--- src/rtl/pwm_pkg.sv ---
// rtl/pwm_pkg.sv - shared types and constants for the PWM capture block
package pwm_pkg;

    typedef enum logic [1:0] {
        DISABLED = 2'd0,
        ARM      = 2'd1,
        HIGH     = 2'd2,
        LOW      = 2'd3
    } pwm_state_e;

    localparam int DUTY_W   = 8;
    localparam int DIV_ITER = 8;

endpackage

--- src/rtl/pwm_capture_if.sv ---
// rtl/pwm_capture_if.sv - control and measurement-result bundle of the PWM capture block
interface pwm_capture_if #(
    parameter int CNT_W = 16
);
    logic             en;
    logic             pwm_in;
    logic [CNT_W-1:0] period;
    logic [CNT_W-1:0] high_time;
    logic [7:0]       duty;
    logic             valid;
    logic             stuck;
    logic             stuck_level;
    logic             overrun;

    modport master (
        output en, pwm_in,
        input  period, high_time, duty, valid, stuck, stuck_level, overrun
    );

    modport slave (
        input  en, pwm_in,
        output period, high_time, duty, valid, stuck, stuck_level, overrun
    );
endinterface

--- src/rtl/pwm_duty_divider.sv ---
// rtl/pwm_duty_divider.sv - restoring fractional divider, q = floor(num*256/den), one bit per clock
module pwm_duty_divider
    import pwm_pkg::*;
#(
    parameter int CNT_W = 16
) (
    input  logic              clk,
    input  logic              rst_n,
    input  logic              start,
    input  logic              abort,
    input  logic [CNT_W-1:0]  num,
    input  logic [CNT_W-1:0]  den,
    output logic              busy,
    output logic              done,
    output logic [DUTY_W-1:0] q
);
    localparam int IW = $clog2(DIV_ITER);

    logic [CNT_W:0]      rem_q;
    logic [CNT_W:0]      rem_shift;
    logic [CNT_W:0]      rem_next;
    logic [CNT_W-1:0]    den_q;
    logic [DUTY_W-1:0]   quo_q;
    logic [IW-1:0]       iter_q;
    logic                sat_q;
    logic                q_bit;

    // The remainder stays below den, so its shifted value always fits CNT_W+1 bits.
    always_comb begin
        rem_shift = {rem_q[CNT_W-1:0], 1'b0};
        q_bit     = (rem_shift >= {1'b0, den_q});
        rem_next  = q_bit ? (rem_shift - {1'b0, den_q}) : rem_shift;
    end

    always_ff @(posedge clk or negedge rst_n) begin
        if (!rst_n) begin
            rem_q  <= '0;
            den_q  <= '0;
            quo_q  <= '0;
            iter_q <= '0;
            sat_q  <= 1'b0;
            busy   <= 1'b0;
            done   <= 1'b0;
        end else begin
            done <= 1'b0;
            if (abort) begin
                busy   <= 1'b0;
                iter_q <= '0;
            end else if (start) begin
                rem_q  <= {1'b0, num};
                den_q  <= den;
                quo_q  <= '0;
                iter_q <= '0;
                sat_q  <= (num >= den);
                busy   <= 1'b1;
            end else if (busy) begin
                rem_q  <= rem_next;
                quo_q  <= {quo_q[DUTY_W-2:0], q_bit};
                iter_q <= iter_q + 1'b1;
                if (iter_q == IW'(DIV_ITER - 1)) begin
                    busy <= 1'b0;
                    done <= 1'b1;
                end
            end
        end
    end

    assign q = sat_q ? '1 : quo_q;

endmodule

--- src/rtl/pwm_capture.sv ---
// rtl/pwm_capture.sv - measures period, high time and duty of one asynchronous PWM input
module pwm_capture
    import pwm_pkg::*;
#(
    parameter int CNT_W       = 16,
    parameter int SYNC_STAGES = 2
) (
    input  logic         clk,
    input  logic         rst_n,
    pwm_capture_if.slave bus
);
    localparam logic [CNT_W-1:0] CNT_MAX = '1;
    localparam logic [CNT_W-1:0] CNT_ONE = CNT_W'(1);

    logic [SYNC_STAGES-1:0] sync_q;
    logic                   synced;
    logic                   synced_d;
    logic                   rise;
    logic                   fall;

    pwm_state_e       state_q, state_d;
    logic [CNT_W-1:0] cnt_q, cnt_d, cnt_inc;
    logic [CNT_W-1:0] hi_lat_q, hi_lat_d;
    logic [CNT_W-1:0] snap_per_q, snap_per_d;
    logic [CNT_W-1:0] snap_hi_q, snap_hi_d;
    logic [CNT_W-1:0] period_q, period_d;
    logic [CNT_W-1:0] high_q, high_d;
    logic [DUTY_W-1:0] duty_q, duty_d;
    logic             valid_q, valid_d;
    logic             stuck_q, stuck_d;
    logic             level_q, level_d;
    logic             ovr_q, ovr_d;
    logic             timeout;
    logic             to_fire;

    logic             div_start;
    logic             div_abort;
    logic             div_busy;
    logic             div_done;
    logic [DUTY_W-1:0] div_q;

    always_ff @(posedge clk or negedge rst_n) begin
        if (!rst_n) begin
            sync_q   <= '0;
            synced_d <= 1'b0;
        end else begin
            sync_q   <= {sync_q[SYNC_STAGES-2:0], bus.pwm_in};
            synced_d <= synced;
        end
    end

    assign synced  = sync_q[SYNC_STAGES-1];
    assign rise    = synced & ~synced_d;
    assign fall    = ~synced & synced_d;
    assign cnt_inc = (cnt_q == CNT_MAX) ? cnt_q : cnt_q + 1'b1;
    // Once stuck is reported the counter may sit at its ceiling; only one report per stall.
    assign timeout = (cnt_q == CNT_MAX) && !stuck_q;

    pwm_duty_divider #(
        .CNT_W (CNT_W)
    ) u_div (
        .clk   (clk),
        .rst_n (rst_n),
        .start (div_start),
        .abort (div_abort),
        .num   (hi_lat_q),
        .den   (cnt_q),
        .busy  (div_busy),
        .done  (div_done),
        .q     (div_q)
    );

    always_comb begin
        state_d    = state_q;
        cnt_d      = cnt_q;
        hi_lat_d   = hi_lat_q;
        snap_per_d = snap_per_q;
        snap_hi_d  = snap_hi_q;
        period_d   = period_q;
        high_d     = high_q;
        duty_d     = duty_q;
        valid_d    = 1'b0;
        stuck_d    = stuck_q;
        level_d    = level_q;
        ovr_d      = ovr_q;
        div_start  = 1'b0;
        div_abort  = 1'b0;
        to_fire    = 1'b0;

        if (!bus.en) begin
            state_d   = DISABLED;
            cnt_d     = '0;
            div_abort = 1'b1;
            stuck_d   = 1'b0;
            ovr_d     = 1'b0;
        end else begin
            if (div_done) begin
                period_d = snap_per_q;
                high_d   = snap_hi_q;
                duty_d   = div_q;
                valid_d  = 1'b1;
            end
            if (rise) begin
                stuck_d = 1'b0;
            end

            unique case (state_q)
                DISABLED: begin
                    state_d = ARM;
                    cnt_d   = '0;
                end
                ARM: begin
                    if (rise) begin
                        state_d = HIGH;
                        cnt_d   = CNT_ONE;
                    end else if (timeout) begin
                        to_fire = 1'b1;
                    end else begin
                        cnt_d = cnt_inc;
                    end
                end
                HIGH: begin
                    if (fall) begin
                        hi_lat_d = cnt_q;
                        state_d  = LOW;
                        cnt_d    = cnt_inc;
                    end else if (timeout) begin
                        to_fire = 1'b1;
                    end else begin
                        cnt_d = cnt_inc;
                    end
                end
                LOW: begin
                    if (rise) begin
                        state_d = HIGH;
                        cnt_d   = CNT_ONE;
                        // A period ending while the divider works is dropped, not queued.
                        if (div_busy) begin
                            ovr_d = 1'b1;
                        end else begin
                            div_start  = 1'b1;
                            snap_per_d = cnt_q;
                            snap_hi_d  = hi_lat_q;
                        end
                    end else if (timeout) begin
                        to_fire = 1'b1;
                    end else begin
                        cnt_d = cnt_inc;
                    end
                end
                default: state_d = DISABLED;
            endcase

            if (to_fire) begin
                stuck_d  = 1'b1;
                level_d  = synced;
                period_d = '0;
                high_d   = '0;
                duty_d   = synced ? '1 : '0;
                valid_d  = 1'b1;
                state_d  = ARM;
                cnt_d    = '0;
            end
        end
    end

    always_ff @(posedge clk or negedge rst_n) begin
        if (!rst_n) begin
            state_q    <= DISABLED;
            cnt_q      <= '0;
            hi_lat_q   <= '0;
            snap_per_q <= '0;
            snap_hi_q  <= '0;
            period_q   <= '0;
            high_q     <= '0;
            duty_q     <= '0;
            valid_q    <= 1'b0;
            stuck_q    <= 1'b0;
            level_q    <= 1'b0;
            ovr_q      <= 1'b0;
        end else begin
            state_q    <= state_d;
            cnt_q      <= cnt_d;
            hi_lat_q   <= hi_lat_d;
            snap_per_q <= snap_per_d;
            snap_hi_q  <= snap_hi_d;
            period_q   <= period_d;
            high_q     <= high_d;
            duty_q     <= duty_d;
            valid_q    <= valid_d;
            stuck_q    <= stuck_d;
            level_q    <= level_d;
            ovr_q      <= ovr_d;
        end
    end

    assign bus.period      = period_q;
    assign bus.high_time   = high_q;
    assign bus.duty        = duty_q;
    assign bus.valid       = valid_q;
    assign bus.stuck       = stuck_q;
    assign bus.stuck_level = level_q;
    assign bus.overrun     = ovr_q;

endmodule

--- src/flat_wrapper.sv ---
// flat-port wrapper written by rule: the top's interface ports become plain ports
module pwm_capture_flat import pwm_pkg::*;
#(
    parameter int CNT_W       = 16,
    parameter int SYNC_STAGES = 2
)
  (clk, rst_n, bus_en, bus_pwm_in, bus_period, bus_high_time, bus_duty, bus_valid, bus_stuck, bus_stuck_level, bus_overrun);
  pwm_capture_if #(.CNT_W(CNT_W)) bus_i ();
  input  logic clk;
  input  logic rst_n;
  input wire logic [$bits(bus_i.en)-1:0] bus_en;
  input wire logic [$bits(bus_i.pwm_in)-1:0] bus_pwm_in;
  output wire logic [$bits(bus_i.period)-1:0] bus_period;
  output wire logic [$bits(bus_i.high_time)-1:0] bus_high_time;
  output wire logic [$bits(bus_i.duty)-1:0] bus_duty;
  output wire logic [$bits(bus_i.valid)-1:0] bus_valid;
  output wire logic [$bits(bus_i.stuck)-1:0] bus_stuck;
  output wire logic [$bits(bus_i.stuck_level)-1:0] bus_stuck_level;
  output wire logic [$bits(bus_i.overrun)-1:0] bus_overrun;
  assign bus_i.en = bus_en;
  assign bus_i.pwm_in = bus_pwm_in;
  assign bus_period = bus_i.period;
  assign bus_high_time = bus_i.high_time;
  assign bus_duty = bus_i.duty;
  assign bus_valid = bus_i.valid;
  assign bus_stuck = bus_i.stuck;
  assign bus_stuck_level = bus_i.stuck_level;
  assign bus_overrun = bus_i.overrun;
  pwm_capture #(.CNT_W(CNT_W), .SYNC_STAGES(SYNC_STAGES)) u_core (.clk(clk), .rst_n(rst_n), .bus(bus_i));
endmodule
--- config.mk ---
export PLATFORM = sky130hd
export DESIGN_NAME = pwm_capture_flat
export DESIGN_NICKNAME = d
export VERILOG_FILES = /design/src/rtl/pwm_pkg.sv /design/src/rtl/pwm_capture_if.sv /design/src/rtl/pwm_duty_divider.sv /design/src/rtl/pwm_capture.sv /design/src/flat_wrapper.sv
export SDC_FILE = /design/constraint.sdc
export NUM_CORES = 1
export LEC_CHECK = 0
export BUFFER_PORTS_ARGS = -buffer_cell sky130_fd_sc_hd__buf_4
export CORE_MARGIN = 2
export CORE_UTILIZATION = 45
export DETAILED_ROUTE_END_ITERATION = 12
export HOLD_SLACK_MARGIN = 0.15
export SYNTH_ARGS = -nofsm -noshare
export SYNTH_HDL_FRONTEND = slang
export SYNTH_SLANG_ARGS = --single-unit
export TNS_END_PERCENT = 50
--- constraint.sdc ---
create_clock -name clk -period 2.6 [get_ports clk]
set_input_delay 0.13 -clock clk [delete_from_list [all_inputs] [get_ports clk]]
set_output_delay 0.13 -clock clk [all_outputs]
set_load 0.01 [all_outputs]
==> results of run 1 <==
worst reg2reg max path, cell delays in order, from the launching register on:
cell,delay [ns]
dfrtp_1,0.41
ha_1,0.19
nand4_1,0.17
or3_1,0.43
or4_4,0.54
and3_4,0.34
a22o_1,0.26
report_power, final:
part	internal [uW]	leakage, uW	total (uW)	switching, uW
Sequential	2580	0.00217	2650	75.6
Clock	1390	0.000268	2370	986
Combinational	573	0.00191	1250	679
registers in the layout (all words and copies together) (netlist names):
signal,count
u_core.bus.duty,8
u_core.u_div.iter_q,3
u_core.hi_lat_q,16
u_core.bus.stuck,1
u_core.cnt_q,16
u_core.bus.high_time,16
u_core.u_div.den_q,16
u_core.snap_per_q,16
u_core.snap_hi_q,16
u_core.bus.period,16
u_core.bus.valid,1
u_core.bus.overrun,1
u_core.u_div.busy,1
u_core.synced_d,1
u_core.state_q,2
u_core.u_div.done,1
u_core.u_div.sat_q,1
u_core.u_div.quo_q,8
u_core.u_div.rem_q,16
u_core.bus.stuck_level,1
u_core.sync_q,2
stage by stage:
| step | hold slack [ns] | total power (uW) | utilization |
|---|---|---|---|
| 2_1_floorplan | -0.166 | 3540 | - |
| 3_3_place_gp | 0.145 | 3890 | 0.503 |
| 3_5_place_dp | 0.149 | 3910 | 0.503 |
| 4_1_cts | 0.271 | 6300 | 0.539 |
| 5_1_grt | 0.304 | 6580 | 0.541 |
| 6_report | 0.235 | 6280 | 0.541 |
final cells by class:
cell class	count	area, um2	share of cell area
clock buffer	22	474	0.0534
tap	220	275	0.0310
multi-input combinational	525	3260	0.367
sequential	159	3980	0.448
inverter	36	135	0.0152
clock inverter	9	85.1	0.00959
timing repair buffer	82	664	0.0749
logic make-up (layout without fill, tap and decap cells):
logic type	count (synthesis)	after routing	synth area share
simple gates	271	271	0.164
flops	159	159	0.532
buf+inv	69	149	0.0398
fa+ha+maj	36	36	0.0612
xor+xnor	13	13	0.0152
compound gates	190	191	0.169
mux	14	14	0.0194
per-layer routing:
metal,vias to the layer above,GRT usage
met5,-,0
met3,18,0.0356
li1,2776,-
met1,2870,0.305
met4,0,0.0753
met2,114,0.324
worst paths after layout:
path	start	end	slack, ns	cells after the start
min in group clk	bus_pwm_in	u_core.sync_q[0]	0.35	2
min	rst_n	u_core.bus.high_time[12]	0.23	2
max	u_core.cnt_q[1]	u_core.bus.high_time[3]	0.15	6
max in group asynchronous	rst_n	u_core.state_q[0]	1.49	3
max reg2reg	u_core.cnt_q[1]	u_core.bus.high_time[3]	0.15	6
min reg2reg	u_core.sync_q[0]	u_core.sync_q[1]	0.36	0
cells in the mapped netlist, types with 2 or more instances:
master / instances / area, um2
mux2_2: 4 / 45.0
mux2i_1: 10 / 100
nand2b_1: 5 / 31.3
and3_4: 2 / 22.5
o21ai_1: 3 / 15.0
or2_2: 3 / 18.8
buf_2: 4 / 20.0
nor2b_1: 8 / 50.1
or4_1: 2 / 15.0
and3_1: 4 / 25.0
o22ai_1: 4 / 25.0
a211oi_1: 7 / 52.6
a22oi_1: 3 / 22.5
clkbuf_1: 24 / 90.1
dfrtp_1: 159 / 3980
a31oi_1: 6 / 37.5
o41ai_1: 2 / 17.5
buf_6: 4 / 45.0
or3_1: 3 / 18.8
ha_1: 35 / 438
xor2_1: 2 / 17.5
a21o_1: 9 / 67.6
nor2_1: 38 / 143
xnor2_1: 11 / 96.3
inv_1: 36 / 135
o21a_1: 6 / 45.0
nand2_1: 152 / 571
nand3_1: 21 / 105
and2_1: 4 / 25.0
nor3_1: 8 / 40.0
nor4_1: 3 / 18.8
o211ai_1: 12 / 90.1
o31a_1: 2 / 17.5
o21ai_0: 59 / 295
nand4_1: 7 / 43.8
nand3b_1: 6 / 45.0
a21oi_1: 25 / 125
a21boi_0: 4 / 30.0
a22o_1: 40 / 350
what timing repair did:
action                                  4_1_cts  5_1_grt
endpoints found under the setup margin        0       57
hold buffers                                  3        0
resized for setup                             0        7
endpoints found under the hold margin        69        0
buffers inserted                              0        0
==> out/results.txt, run 1 <==
final setup fails: 0
metal2 WL: 8.30 mm
Clock transition at path regs: 0.06 ns
Clock Tree Buf Depth: 2
DRC Markers: 0
Slew headroom: 0.508
die area: 17700 um2
Max-cap violations: 0
ANT cells: 0
top cell family by delay on the critical path: simple AND/OR/NAND/NOR gates
Net count, final: 861
final critical-path share of the clock period: 0.943
Post-Layout Cell Count: 1053
syn nets: 792
peak supply drop: 0.525 mV
most common cell after layout, fill and taps aside: dfrtp_1
largest net degree at the start of global routing: 68
Gate Count Post-Synth: 752
1st-iter DRT viols: 413
Final Critical Period: 2.45 ns
most frequent cells in the layout: dfrtp_1 (159), nand2_1 (152), buf_4 (75)
WP buf/inv: 0
initial antenna violation count: 0
post-route ant nets: 0
skew final: 0.0100 ns
# fillers: 1475
DRT Pass-1 Iters: 5
core area: 16400 um2
Sink Count: 159
Total GRT Usage: 0.212
Post-Layout Inst Area: 8870 um2
yosys synthesis warning count: 0
Fin. Hold Viols: 0
critical path fanouts, max: 32
Die W: 133 um
Setup Total Neg Slack: 0 ns
Root Buffer: clkbuf_16
Worst Hold Class: primary input to async pin
f_max: 0.408 GHz
endpoint kind of the worst setup timing path: flop
Max Transition Viols Final: 0
TritonCTS clock tree: done
Num CTS Buffers: 17
area of the mapped netlist: 7490 um2
critical path launch point type: flop
met3 routed WL: 672 um
placed cell count: 1018
kind of critical path: flop to flop
number of synthesized flops with an enable pin: 0
first-pass GRT wire length: 29.4 mm
WL met1: 8.88 mm
required time worst endpoint: 2.91 ns
uppermost routed layer: met4
register area share after synthesis: 0.532
status: complete, no violations
I/O Buffers: 47
slowest CP cell: or4_4
I/O pin count: 48
Netlist cell types: 54
Die Ht: 133 um
Place WS: 0.0366 ns
DRT Wirelength: 18.2 mm
asr flop ratio synth: 1.00
num rows: 47
via-per-instance ratio: 5.49
detailed-route via count: 5778
vias in the first global route: 5684
H-Tree Depth: 4
CP Cell Sequence: ha_1, nand4_1, or3_1, or4_4, and3_4, a22o_1
leakage: 0.00434 uW
clock latency on the worst-skew pair: 0.43 ns
power density cells: 708 nW/um2
slowest stage delay, CP: 0.54 ns
share of layout cells above drive strength 1: 0.155
Starting Density: 0.456
Post-synth top flop: dfrtp_1
RSZ-0062 raised after global routing: no
GPL Wtd Cong: 0.883
WL/cell: 17.3 um
Area Growth Syn to Fin: 18.5%
mean post-synth cell area: 9.95 um2
slew of the pin with the lowest slew margin: 0.735 ns
Post-DP HPWL: 12.9 mm
#FFs+latches synth: 159
crit path DAT: 2.76 ns
total gr overflow: 0
Post-DP Area: 8250 um2
final setup margin: 0.149 ns
Note: power is estimated with default switching activity, not from simulation.
==> run 2: changes to the inputs <==
==> constraint.sdc (replaced) <==
create_clock -name clk -period 2.47 [get_ports clk]
set_input_delay 0.1235 -clock clk [delete_from_list [all_inputs] [get_ports clk]]
set_output_delay 0.1235 -clock clk [all_outputs]
set_load 0.01 [all_outputs]
==> out/results.txt, run 2 (synthesis gave the netlist of run 1 again) <==
Post-Layout Cell Count: 1075 (was 1053)
endpoint kind of the worst setup timing path: flop (unchanged)
I/O pin count: 48 (unchanged)
share of layout cells above drive strength 1: 0.193 (was 0.155)
GPL Wtd Cong: 0.926 (was 0.883)
power density cells: 756 nW/um2 (was 708 nW/um2)
post-route ant nets: 0 (unchanged)
Clock transition at path regs: 0.07 ns (was 0.06 ns)
Die Ht: 133 um (unchanged)
largest net degree at the start of global routing: 62 (was 68)
vias in the first global route: 5826 (was 5684)
DRT Pass-1 Iters: 4 (was 5)
required time worst endpoint: 2.78 ns (was 2.91 ns)
crit path DAT: 2.67 ns (was 2.76 ns)
DRC Markers: 0 (unchanged)
Fin. Hold Viols: 0 (unchanged)
initial antenna violation count: 0 (unchanged)
Slew headroom: 0.538 (was 0.508)
status: complete, no violations (unchanged)
detailed-route via count: 5817 (was 5778)
I/O Buffers: 47 (unchanged)
Sink Count: 159 (unchanged)
num rows: 47 (unchanged)
critical path fanouts, max: 32 (unchanged)
Net count, final: 884 (was 861)
clock latency on the worst-skew pair: 0.42 ns (was 0.43 ns)
leakage: 0.00449 uW (was 0.00434 uW)
WL/cell: 16.9 um (was 17.3 um)
Worst Hold Class: primary input to async pin (unchanged)
core area: 16400 um2 (unchanged)
die area: 17700 um2 (unchanged)
reg2reg path depth: 6 (unchanged)
Total GRT Usage: 0.218 (was 0.212)
FF-to-FF Start: u_core.cnt_q[1] (unchanged)
Clock Tree Buf Depth: 2 (unchanged)
end-of-flow core utilization: 0.561 (was 0.541)
most frequent cells in the layout: dfrtp_1 (159), nand2_1 (152), buf_4 (96) (was dfrtp_1 (159), nand2_1 (152), buf_4 (75))
Final Critical Period: 2.36 ns (was 2.45 ns)
most common cell after layout, fill and taps aside: dfrtp_1 (unchanged)
slew of the pin with the lowest slew margin: 0.689 ns (was 0.735 ns)
final setup fails: 0 (unchanged)
Area Growth Syn to Fin: 23.0% (was 18.5%)
total gr overflow: 0 (unchanged)
final critical-path share of the clock period: 0.957 (was 0.943)
final setup margin: 0.106 ns (was 0.149 ns)
Max-cap violations: 0 (unchanged)
Crit Reg-Reg Endpoint: u_core.bus.period[0] (was u_core.bus.high_time[3])
critical path launch point type: flop (unchanged)
skew final: 0.0111 ns (was 0.0100 ns)
peak supply drop: 0.577 mV (was 0.525 mV)
ANT cells: 0 (unchanged)
via-per-instance ratio: 5.41 (was 5.49)
Post-DP HPWL: 13.3 mm (was 12.9 mm)
Setup Total Neg Slack: 0 ns (unchanged)
H-Tree Depth: 4 (unchanged)
first-pass GRT wire length: 30.3 mm (was 29.4 mm)
Place WS: -0.0519 ns (was 0.0366 ns)
Starting Density: 0.456 (unchanged)
Tot Pwr: 6960 uW (was 6280 uW)
kind of critical path: flop to flop (unchanged)
f_max: 0.423 GHz (was 0.408 GHz)
1st-iter DRT viols: 331 (was 413)
TritonCTS clock tree: done (unchanged)
Num CTS Buffers: 17 (unchanged)
Die W: 133 um (unchanged)
placed cell count: 1038 (was 1018)
Max Transition Viols Final: 0 (unchanged)
DRT Wirelength: 18.1 mm (was 18.2 mm)
# fillers: 1463 (was 1475)
R2R Setup Slk: 0.11 ns (was 0.15 ns)
Root Buffer: clkbuf_16 (unchanged)
-- run 2: cell count changes in the layout (fill, tap and decap cells not counted), sizes merged --
cell	previous run	this run
inv	37	36
clkbuf	22	20
buf	79	103
o21ai	63	62
bufinv	1	3
-- run 2: where the power goes --
group | internal (uW) | total, uW | leakage, uW | switching, uW
registers | 2710 | 2800 | 0.00217 | 86.1
clock network | 1600 | 2620 | 0.000278 | 1020
logic | 767 | 1540 | 0.00204 | 770
-- run 2: final cells by class --
class / count / area, um2 / area share
clock inverters: 10 / 140 / 0.0152
multi-input cells: 524 / 3370 / 0.366
repair buffers: 106 / 865 / 0.0939
well taps: 220 / 275 / 0.0299
flip-flops and latches: 159 / 3980 / 0.432
inverters: 36 / 135 / 0.0147
clock buffers: 20 / 447 / 0.0485
-- run 2: how the worst max path moves through the flow --
stage / startpoint / to / slack, ns
floorplan: u_core.cnt_q[0] / u_core.bus.high_time[0] / 0.009
global placement: u_core.u_div.rem_q[2] / u_core.u_div.rem_q[11] / -0.009
detailed placement: u_core.u_div.rem_q[2] / u_core.u_div.rem_q[11] / -0.05
CTS: u_core.u_div.rem_q[6] / u_core.u_div.rem_q[11] / 0.01
global route: u_core.u_div.den_q[1] / u_core.u_div.rem_q[11] / -0.02
finish: u_core.cnt_q[1] / u_core.bus.period[0] / 0.11
-- run 2: what timing repair did --
action	in CTS	in global routing
hold buffers	3	0
pin swaps	0	11
hold endpoints to repair	96	0
gates cloned	0	0
setup buffers	0	4
setup endpoints to repair	31	51
resized for setup	3	23
-- run 2: layer usage --
layer / part of all wire / track usage / vias to the layer above
li1: - / - / 2818
met1: 0.49 / 0.312 / 2879
met2: 0.45 / 0.338 / 96
met3: 0.038 / 0.0341 / 24
met4: 0.018 / 0.0753 / 0
met5: 0 / 0 / -
-- run 2: metrics by stage --
| stage | cell area (um2) | hold WS [ns] |
|---|---|---|
| 2_1_floorplan | 7490 | -0.172 |
| 3_3_place_gp | 8410 | 0.112 |
| 3_5_place_dp | 8410 | 0.121 |
| 4_1_cts | 9050 | 0.243 |
| 5_1_grt | 9210 | 0.285 |
| 6_report | 9210 | 0.218 |
-- run 2: worst max-delay path, stage by stage (launching register included) --
cell	delay, ns
dfrtp_1	0.39
ha_2	0.20
nand4_1	0.13
or3_4	0.41
or4_4	0.54
and3_4	0.32
a22o_1	0.23
